$ cat src/rtl/pulse_acq_sequencer.sv
// pulse_acq_sequencer
// Acquisition controller for the pulse-oximeter datapath. Runs AFE
// diagnostics with bounded retries, then streams while a watchdog checks
// the AFE data-ready strobe. Counts completed sample sets and holds
// SpO2/HR results for the consumer under a valid/ack handshake.
//
// Ports
//   clk, in_reset_n           clock, async active-low reset
//   in_start, in_stop         one-cycle start/restart and stop requests
//   out_data_control[1:0]     buffer mode: 00 idle, 01 diag, 10 stream
//   in_diag_er[1:0]           diag verdict: 00 pending, 10 pass, 01 fail
//   in_er_data[13:0]          AFE diagnostic flag word
//   in_strm_dn                AFE data-ready strobe
//   in_new_samples            sample-set-complete level
//   in_final_comp_complete    result-ready pulse with in_spo2/in_hr
//   out_spo2/out_hr           latched results, out_result_valid/in_result_ack
//   out_overrun               sticky result-overwrite flag
//   out_sample_count          saturating sample-set count
//   out_state, out_fault, out_fault_code, out_retry_count  status
//
// state  | meaning
// IDLE   | buffer idle, waiting for start
// SETTLE | buffer idle for SETTLE_CYCLES before entering the target mode
// DIAG   | diagnostic mode, waiting for a verdict or timeout
// STREAM | streaming, data-ready watchdog running
// FAULT  | retries exhausted, waiting for restart
module pulse_acq_sequencer #(
  parameter int DIAG_TIMEOUT  = 1000,
  parameter int DRDY_TIMEOUT  = 50000,
  parameter int MAX_RETRY     = 3,
  parameter int SETTLE_CYCLES = 4
) (
  input  logic        clk,
  input  logic        in_reset_n,
  input  logic        in_start,
  input  logic        in_stop,
  output logic [1:0]  out_data_control,
  input  logic [1:0]  in_diag_er,
  input  logic [13:0] in_er_data,
  input  logic        in_strm_dn,
  input  logic        in_new_samples,
  input  logic        in_final_comp_complete,
  input  logic [23:0] in_spo2,
  input  logic [23:0] in_hr,
  output logic [23:0] out_spo2,
  output logic [23:0] out_hr,
  output logic        out_result_valid,
  input  logic        in_result_ack,
  output logic        out_overrun,
  output logic [15:0] out_sample_count,
  output logic [2:0]  out_state,
  output logic        out_fault,
  output logic [13:0] out_fault_code,
  output logic [1:0]  out_retry_count
);

  typedef enum logic [2:0] {
    IDLE   = 3'd0,
    SETTLE = 3'd1,
    DIAG   = 3'd2,
    STREAM = 3'd3,
    FAULT  = 3'd4
  } state_t;

  localparam int MAX_A = (DIAG_TIMEOUT > SETTLE_CYCLES) ? DIAG_TIMEOUT : SETTLE_CYCLES;
  localparam int MAX_T = (DRDY_TIMEOUT > MAX_A) ? DRDY_TIMEOUT : MAX_A;
  localparam int TW    = $clog2(MAX_T + 1);

  localparam logic [TW-1:0] SETTLE_LOAD = TW'(SETTLE_CYCLES - 1);
  localparam logic [TW-1:0] DIAG_LOAD   = TW'(DIAG_TIMEOUT - 1);
  localparam logic [TW-1:0] DRDY_LOAD   = TW'(DRDY_TIMEOUT - 1);
  localparam logic [1:0]    RETRY_LIMIT = 2'(MAX_RETRY);

  state_t        state;
  logic          to_stream;     // SETTLE exit target: 1 = STREAM, 0 = DIAG
  logic [TW-1:0] timer;         // shared down-counter; states never overlap
  logic          new_prev;
  logic          diag_failed;
  logic [13:0]   fail_code;
  logic [1:0]    retry_next;

  // 11 on in_diag_er is not a defined verdict and is treated as pending.
  always_comb begin
    diag_failed = 1'b0;
    fail_code   = 14'h3FFF;
    if (in_diag_er == 2'b01) begin
      diag_failed = 1'b1;
      fail_code   = in_er_data;
    end else if (in_diag_er != 2'b10 && timer == '0) begin
      diag_failed = 1'b1;
    end
    retry_next = out_retry_count + 2'd1;
  end

  assign out_state = state;

  always_ff @(posedge clk or negedge in_reset_n) begin
    if (!in_reset_n) begin
      state            <= IDLE;
      to_stream        <= 1'b0;
      timer            <= '0;
      new_prev         <= 1'b0;
      out_data_control <= 2'b00;
      out_spo2         <= '0;
      out_hr           <= '0;
      out_result_valid <= 1'b0;
      out_overrun      <= 1'b0;
      out_sample_count <= '0;
      out_fault        <= 1'b0;
      out_fault_code   <= '0;
      out_retry_count  <= '0;
    end else begin
      // Mode output follows the state one cycle later.
      case (state)
        DIAG:    out_data_control <= 2'b01;
        STREAM:  out_data_control <= 2'b10;
        default: out_data_control <= 2'b00;
      endcase

      new_prev <= in_new_samples;
      if (state == STREAM && in_new_samples && !new_prev && out_sample_count != 16'hFFFF)
        out_sample_count <= out_sample_count + 16'd1;

      if (in_final_comp_complete) begin
        out_spo2         <= in_spo2;
        out_hr           <= in_hr;
        out_result_valid <= 1'b1;
        if (out_result_valid && !in_result_ack)
          out_overrun <= 1'b1;
      end else if (in_result_ack) begin
        out_result_valid <= 1'b0;
      end

      if (in_stop) begin
        state     <= IDLE;
        out_fault <= 1'b0;
      end else begin
        case (state)
          IDLE, FAULT: begin
            if (in_start) begin
              state            <= SETTLE;
              to_stream        <= 1'b0;
              timer            <= SETTLE_LOAD;
              out_sample_count <= '0;
              out_retry_count  <= '0;
              out_fault_code   <= '0;
              out_overrun      <= 1'b0;
              out_fault        <= 1'b0;
            end
          end
          SETTLE: begin
            if (timer == '0) begin
              state <= to_stream ? STREAM : DIAG;
              timer <= to_stream ? DRDY_LOAD : DIAG_LOAD;
            end else begin
              timer <= timer - TW'(1);
            end
          end
          DIAG: begin
            if (in_diag_er == 2'b10) begin
              state           <= SETTLE;
              to_stream       <= 1'b1;
              timer           <= SETTLE_LOAD;
              out_retry_count <= '0;
            end else if (diag_failed) begin
              out_fault_code  <= fail_code;
              out_retry_count <= retry_next;
              if (retry_next < RETRY_LIMIT) begin
                state     <= SETTLE;
                to_stream <= 1'b0;
                timer     <= SETTLE_LOAD;
              end else begin
                state     <= FAULT;
                out_fault <= 1'b1;
              end
            end else begin
              timer <= timer - TW'(1);
            end
          end
          STREAM: begin
            if (in_strm_dn) begin
              timer <= DRDY_LOAD;
            end else if (timer == '0) begin
              state     <= SETTLE;
              to_stream <= 1'b0;
              timer     <= SETTLE_LOAD;
            end else begin
              timer <= timer - TW'(1);
            end
          end
          default: state <= IDLE;
        endcase
      end
    end
  end

endmodule
$ cat config.mk
export PLATFORM = sky130hd
export DESIGN_NAME = pulse_acq_sequencer
export DESIGN_NICKNAME = d
export VERILOG_FILES = /design/src/rtl/pulse_acq_sequencer.sv
export SDC_FILE = /design/constraint.sdc
export NUM_CORES = 1
export LEC_CHECK = 0
export BUFFER_PORTS_ARGS = -buffer_cell sky130_fd_sc_hd__buf_2
export CAP_MARGIN = 20
export CORE_ASPECT_RATIO = 2
export CORE_MARGIN = 1.5
export CORE_UTILIZATION = 54
export DETAILED_ROUTE_END_ITERATION = 8
export GPL_TIMING_DRIVEN = 0
export PLACE_DENSITY = 0.88
export SKIP_CTS_REPAIR_TIMING = 1
export SLEW_MARGIN = 5
export SYNTH_ARGS = -nofsm -noshare
export SYNTH_HDL_FRONTEND = slang
export SYNTH_SLANG_ARGS = --single-unit
$ cat constraint.sdc
create_clock -name clk -period 6.4 [get_ports clk]
set_input_delay 1.28 -clock clk [delete_from_list [all_inputs] [get_ports clk]]
set_output_delay 1.28 -clock clk [all_outputs]
set_load 0.1 [all_outputs]
==> results of run 1 <==
==> power groups by stage <==
stage          logic [mW]  registers, mW  clock network [mW]
6_report             1.10          0.838               0.548
5_1_grt              1.15          0.850               0.582
4_1_cts              1.09          0.837               0.557
3_5_place_dp         1.08          0.849                   0
3_3_place_gp         1.06          0.844                   0
2_1_floorplan       0.357           1.35                   0
==> cells in the mapped netlist, types with 3 or more instances <==
cell,instances,share of area (%)
o21ai_0,28,2.7
o2bb2ai_1,3,0.51
o31ai_1,5,0.74
ha_1,3,0.74
a31oi_1,7,0.86
nand3_1,15,1.5
buf_2,8,0.78
a22o_1,3,0.51
o22ai_1,3,0.37
inv_1,23,1.7
clkbuf_1,12,0.88
nor3_1,10,0.98
a2bb2oi_1,4,0.69
mux2_2,48,11
mux2i_1,14,2.7
nor2_1,29,2.1
or4_1,3,0.44
nand2b_1,6,0.74
dfrtp_1,106,52
nor4_1,4,0.49
nand2_1,25,1.8
a21oi_1,19,1.9
and3_1,6,0.74
nand4_1,8,0.98
and4_1,5,0.86
xor2_1,12,2.1
==> cell families after synthesis <==
family,Yosys count,share of synthesized area [%]
simple gates,129,14.5
flops,106,52.0
compound gates,99,13.2
mux,62,13.3
buf+inv,47,4.05
xor+xnor,13,2.23
fa+ha+maj,3,0.736
==> flip-flops by register name, indices dropped and copies added, names as in the netlist <==
register	flops
out_state	3
out_retry_count	2
out_data_control	2
to_stream	1
out_sample_count	16
out_fault_code	14
new_prev	1
timer	16
out_hr	24
out_spo2	24
out_fault	1
out_result_valid	1
out_overrun	1
==> area by class of cell <==
type	count	area (um^2)
fill	666	2900
sequential	106	2650
multi-input combinational	306	2240
timing repair buffer	160	833
clock buffer	10	229
tap	104	130
buffer	24	120
inverter	23	86.3
clock inverter	5	62.6
==> worst paths after layout <==
kind,startpoint,cells after the start,slack [ns],endpoint
max,in_start,6,3.80,out_sample_count[9]
min,out_hr[6],1,0.50,out_hr[6]
max reg2reg,timer[0],8,3.92,out_fault_code[8]
min reg2reg,out_hr[6],1,0.50,out_hr[6]
max in group asynchronous,in_reset_n,2,4.80,out_fault_code[11]
min in group asynchronous,in_reset_n,1,0.90,out_spo2[2]
==> layer usage <==
metal  track usage, %  up-vias  share of wire, %
li1                 -     2012                 -
met1             25.9     2132                34
met2             50.6      210                56
met3             4.82       44               6.0
met4             11.6        0               3.8
met5                0        -                 0
==> worst max-delay path: cells and delay by family <==
family	cells	cell delay, ns
buffers and inverters	3	0.69
and+or+nand+nor	3	0.86
==> metrics.md, run 1 <==
| Metric | Value |
|---|---|
| Result of the run | `finished, violations left` |
| Failing checks | `DRC` |
| P_int | `~1.3 mW` |
| Number of buffer cells added on primary ports | `roughly 160` |
| Count of unique library cells instantiated by Yosys | `62` |
| Critical path class | `in -> reg` |
| Clk slew on worst S/H paths | `~0.07 ns` |
| Sw Ratio | `46.8%` |
| HPWL after detailed placement | `roughly 10 mm` |
| FF+latch count, synth | `roughly 110` |
| H-tree lvl count | `3` |
| Number of global-route vias before repair | `~4,300` |
| Post-route insts no fill | `~740` |
| Cell row count | `50` |
| Delay of the slowest critical-path stage | `between 0.4 and 0.5 ns` |
| Worst voltage drop across the vdd grid | `~0.21 mV` |
| Number of nets in the synthesized netlist | `534` |
| Pwr dens | `391 mW/mm^2` |
| Cell area after placement | `just over 0.006 mm^2` |
| Worst Setup Slack post-DPL | `around 3.2 ns` |
| Die area | `0.0101 mm^2` |
| Sum of negative setup slack | `0 ns` |
| Post-layout worst setup margin | `between 3 and 4 ns` |
| Final routed DRC violation total | `23` |
| Number of endpoints with negative hold slack in the final report | `0` |
| Core Footprint | `about 0.0093 mm^2` |
| RSZ-0062 raised after global routing | `false` |
| Top-Level Pins | `160` |
| X dimension of the die | `roughly 70 um` |
| Cells after synthesis | `459` |
| Residual antenna-violating net count after detailed routing | `0` |
| Combinational share of power | `~44%` |
| Post-synthesis average cell area | `around 11 um^2` |
| Placed insts | `about 720` |
| Dominant register cell in the synthesized netlist | `dfrtp_1` |
| P_leak | `roughly 3.1 nW` |
| Vias per std cell | `between 5 and 6` |
| Fraction of the core area covered by cells at the end of the flow | `about 70%` |
| TritonCTS sink count | `106` |
| Initial Util | `a little under three fifths` |
| Worst slew margin relative to its limit | `40.6%` |
| CTS tree | `done` |
| Max-slew violation count | `0` |
| Transition time of the tightest slew-check pin | `0.878 ns` |
| Number of antenna violations at the first check in global routing | `0` |
| P_sw | `1.16 mW` |
| Cell with the largest stage delay on the worst path | `nor2_1` |
| Number of maximum-capacitance constraint violations | `0` |
| Maximum buffer depth of the clock tree | `2` |
| Source-to-sink clock delay at the later pin of the worst-skew pair | `0.35 ns` |
| Required time of the critical path | `approximately 6.6 ns` |
| Root cell of the clock tree | `clkbuf_16` |
| Ys Warns | `0` |
| Remaining global-route overflow | `0` |
| Die H | `~140 um` |
| Kind of end point of the critical path | `flop` |
| Share of layout cells above drive strength 1 | `38.3%` |
| TritonCTS Buffers | `9` |
| Hold WS | `between 0.5 and 0.6 ns` |
| Commonest cells after routing, fill and taps aside | `buf_2, dfrtp_1, mux2_2` |
| Fmax | `approximately 380 MHz` |
| Routed WL | `about 13 mm` |
| Final nets | `~700` |
| Routed wirelength normalized by instance count | `17.9 um` |
| Number of flops mapped to enable cells by yosys | `0` |
| Growth of design area from synthesis to finish | `24.6%` |
| Worst min-delay path category | `reg -> reg` |
| Clock Power Share | `between 20% and 30%` |
| Crit path DAT | `around 2.8 ns` |
| First-pass DRT Iterations | `9` |
| Final critical-path required period | `roughly 2.6 ns` |
| Fraction of registers with async set/reset | `between 90% and 100%` |
| Setup violation total in the final timing report | `0` |
| Via count | `between 4,000 and 5,000` |
| Maximum number of pins on one net before global-route repair | `70` |
| Initial drt markers | `300` |
| Final GP Congestion | `about 0.94` |
| Global-route wire length before repair | `20.7 mm` |
| Most common library cell in the layout ignoring fill and taps | `buf_2` |
| Post-route clock period utilization | `about two fifths` |
| Highest net fanout along the worst path | `10` |
| Sort of element at the start of the critical path | `input port` |
| GRT Util Overall | `between 20% and 30%` |
| Number of inserted diodes | `0` |
| Crit path cell chain | `buf_2 -> or3b_1 -> buf_2 -> nor2_1 -> clkbuf_1 -> nor2_1` |
| Synthesized area | `between 0.005 and 0.006 mm^2` |
| Setup clock skew after layout | `~0.0065 ns` |
| Design Power | `between 2 and 2.5 mW` |
| Sequential share of the synthesized area | `around half` |
| Final std cell area, no fill | `approximately 0.0064 mm^2` |
| Flop pwr share | `33.8%` |
Note: power is estimated with default switching activity, not from simulation.
==> run 2: changes to the inputs <==
--- a/config.mk
+++ b/config.mk
@@ -9,10 +9,10 @@
 export CAP_MARGIN = 20
 export CORE_ASPECT_RATIO = 2
 export CORE_MARGIN = 1.5
-export CORE_UTILIZATION = 54
+export CORE_UTILIZATION = 51
 export DETAILED_ROUTE_END_ITERATION = 8
 export GPL_TIMING_DRIVEN = 0
-export PLACE_DENSITY = 0.88
+export PLACE_DENSITY = 0.84
 export SKIP_CTS_REPAIR_TIMING = 1
 export SLEW_MARGIN = 5
 export SYNTH_ARGS = -nofsm -noshare
==> constraint.sdc (replaced) <==
create_clock -name clk -period 2.7 [get_ports clk]
set_input_delay 0.54 -clock clk [delete_from_list [all_inputs] [get_ports clk]]
set_output_delay 0.54 -clock clk [all_outputs]
set_load 0.1 [all_outputs]
==> metrics.md, run 2 (synthesized netlist as in run 1, its figures left out) <==
| Metric | Value |
|---|---|
| Crit path DAT | `2.67 ns (-0.15 ns)` |
| Remaining global-route overflow | `0 (unchanged)` |
| Global-route met1 utilization | `25.5% (-0.48 points)` |
| Cell area after placement | `0.00609 mm^2 (+0.58%)` |
| Met2 usage | `49.6% (-0.99 points)` |
| GRT Util Overall | `26.4% (+0.21 points)` |
| Layout filler cell count | `750 (+13%)` |
| Vias per std cell | `5.79 (-2.8%)` |
| Post-route clock period utilization | `89.3%` |
| Critical path class | `reg -> reg` |
| Commonest cells after routing, fill and taps aside | `buf_2, dfrtp_1, mux2_2` |
| Final routed DRC violation total | `0 (-100%)` |
| Sum of negative setup slack | `0 ns (unchanged)` |
| First-pass DRT Iterations | `6 (-3)` |
| HPWL after detailed placement | `10.5 mm (+5.2%)` |
| Initial Util | `52.3% (-2.8 points)` |
| H-tree lvl count | `3 (unchanged)` |
| Worst min-delay path category | `in -> async` |
| Routed WL | `13.7 mm (+3.6%)` |
| TritonCTS Buffers | `9 (unchanged)` |
| Via count | `4,443 (+1.0%)` |
| Top-Level Pins | `160 (unchanged)` |
| Routed wirelength normalized by instance count | `17.8 um (-0.31%)` |
| Maximum buffer depth of the clock tree | `2 (unchanged)` |
| Number of endpoints with negative hold slack in the final report | `0 (unchanged)` |
| Placed insts | `750 (+3.9%)` |
| Setup clock skew after layout | `0.0117 ns (+0.00519 ns)` |
| Share of layout cells above drive strength 1 | `38.6% (+0.25 points)` |
| Post-route insts no fill | `767 (+3.9%)` |
| X dimension of the die | `73.7 um (+2.8%)` |
| Die area | `0.0107 mm^2 (+5.7%)` |
| Final nets | `705 (unchanged)` |
| Root cell of the clock tree | `clkbuf_16` |
| Maximum number of pins on one net before global-route repair | `74 (+5.7%)` |
| Max-slew violation count | `0 (unchanged)` |
| CTS tree | `done` |
| Number of antenna violations at the first check in global routing | `0 (unchanged)` |
| Kind of end point of the critical path | `flop` |
| Grt peak-use layer | `met2` |
| Number of inserted diodes | `0 (unchanged)` |
| Required time of the critical path | `2.96 ns (-3.66 ns)` |
| RSZ-0062 raised after global routing | `false` |
| Growth of design area from synthesis to finish | `25.2%` |
| Initial drt markers | `309 (+3.0%)` |
| Clk slew on worst S/H paths | `0.07 ns (about the same)` |
| Final critical-path required period | `about 2.4 ns` |
| Die H | `144 um (+2.8%)` |
| Final std cell area, no fill | `0.00639 mm^2 (+0.45%)` |
| Sort of element at the start of the critical path | `flop` |
| Final GP Congestion | `0.929 (-0.93%)` |
| Core Footprint | `0.00976 mm^2 (+5.4%)` |
| Fmax | `around 410 MHz` |
| Transition time of the tightest slew-check pin | `0.890 ns (+0.0120 ns)` |
| Setup violation total in the final timing report | `0 (unchanged)` |
| TritonCTS sink count | `106 (unchanged)` |
| Worst slew margin relative to its limit | `39.1% (-1.5 points)` |
| P_leak | `3.05 nW (-0.54%)` |
| Global-route wire length before repair | `21.6 mm (+4.2%)` |
| Residual antenna-violating net count after detailed routing | `0 (unchanged)` |
| Number of global-route vias before repair | `4,525 (+4.9%)` |
| Result of the run | `finished clean` |
| Number of maximum-capacitance constraint violations | `0 (unchanged)` |
| Post-layout worst setup margin | `0.290 ns (-3.51 ns)` |
| Worst voltage drop across the vdd grid | `0.508 mV (+140%)` |
| Met3 routing resource usage after global routing | `5.57% (+0.75 points)` |
| Highest net fanout along the worst path | `10 (unchanged)` |
| Source-to-sink clock delay at the later pin of the worst-skew pair | `0.35 ns (about the same)` |
| Number of buffer cells added on primary ports | `158 (unchanged)` |
| Fraction of the core area covered by cells at the end of the flow | `65.4% (-3.3 points)` |
| Cell row count | `51 (+2.0%)` |
| Largest registers | `out_hr (24), out_spo2 (24)` |
| Pwr dens | `918 mW/mm^2 (+140%)` |
| Worst Setup Slack post-DPL | `0.317 ns (-2.89 ns)` |
| Most common library cell in the layout ignoring fill and taps | `buf_2` |
[run 2: cell count changes in the layout (fill, tap and decap cells not counted), sizes merged]
cell / before / now
clkinvlp: 1 / 2
clkbuf: 22 / 23
bufinv: 1 / 0
inv: 25 / 26
dlymetal6s2s: 1 / 0
[run 2: critical path, cell delays in order (launching register included)]
cell	delay (ns)
dfrtp_1	0.41
inv_1	0.07
ha_1	0.19
nor4b_4	0.44
nand4_4	0.27
a211o_1	0.41
o21ai_4	0.15
buf_12	0.19
mux2i_1	0.20
[run 2: power breakdown]
group / internal (mW) / switching, mW / total [mW]
clock network: 0.669 / 0.604 / 1.27
registers: 1.82 / 0.177 / 1.99
logic: 0.588 / 2.01 / 2.60
total: 3.07 / 2.79 / 5.86
[run 2: per-layer routing]
metal	vias up	part of all wire, %	wire length [um]
met5	-	0	0
li1	2007	-	-
met1	2160	33	4570
met2	221	55	7500
met3	55	6.5	883
met4	0	5.3	731
[run 2: area by class of cell]
class | instances | area (um^2) | area share [%]
clock inverter | 6 | 55.1 | 0.862
buffer | 24 | 120 | 1.88
tap | 132 | 165 | 2.59
multi-input combinational | 306 | 2240 | 35.1
timing repair buffer | 160 | 825 | 12.9
inverter | 23 | 86.3 | 1.35
sequential | 106 | 2650 | 41.5
clock buffer | 10 | 239 | 3.74
[run 2: path summary, 6_finish.rpt]
path	from	end	slack, ns	cells past startpoint
max	timer[0]	out_fault_code[13]	0.29	8
min	in_reset_n	out_hr[0]	0.15	1
max reg2reg	timer[0]	out_fault_code[13]	0.29	8
min reg2reg	out_spo2[4]	out_spo2[4]	0.50	1
max in group asynchronous	in_reset_n	out_fault_code[13]	1.85	2
min in group clk	in_new_samples	new_prev	0.34	1
[run 2: through the flow]
step                      hold slack [ns]  total power [mW]
final                               0.149              5.86
after global routing                0.171              6.09
after CTS                           0.151              5.87
after detailed placement            0.490              4.59
after global placement              0.477              4.52
after floorplan                     0.244              4.05
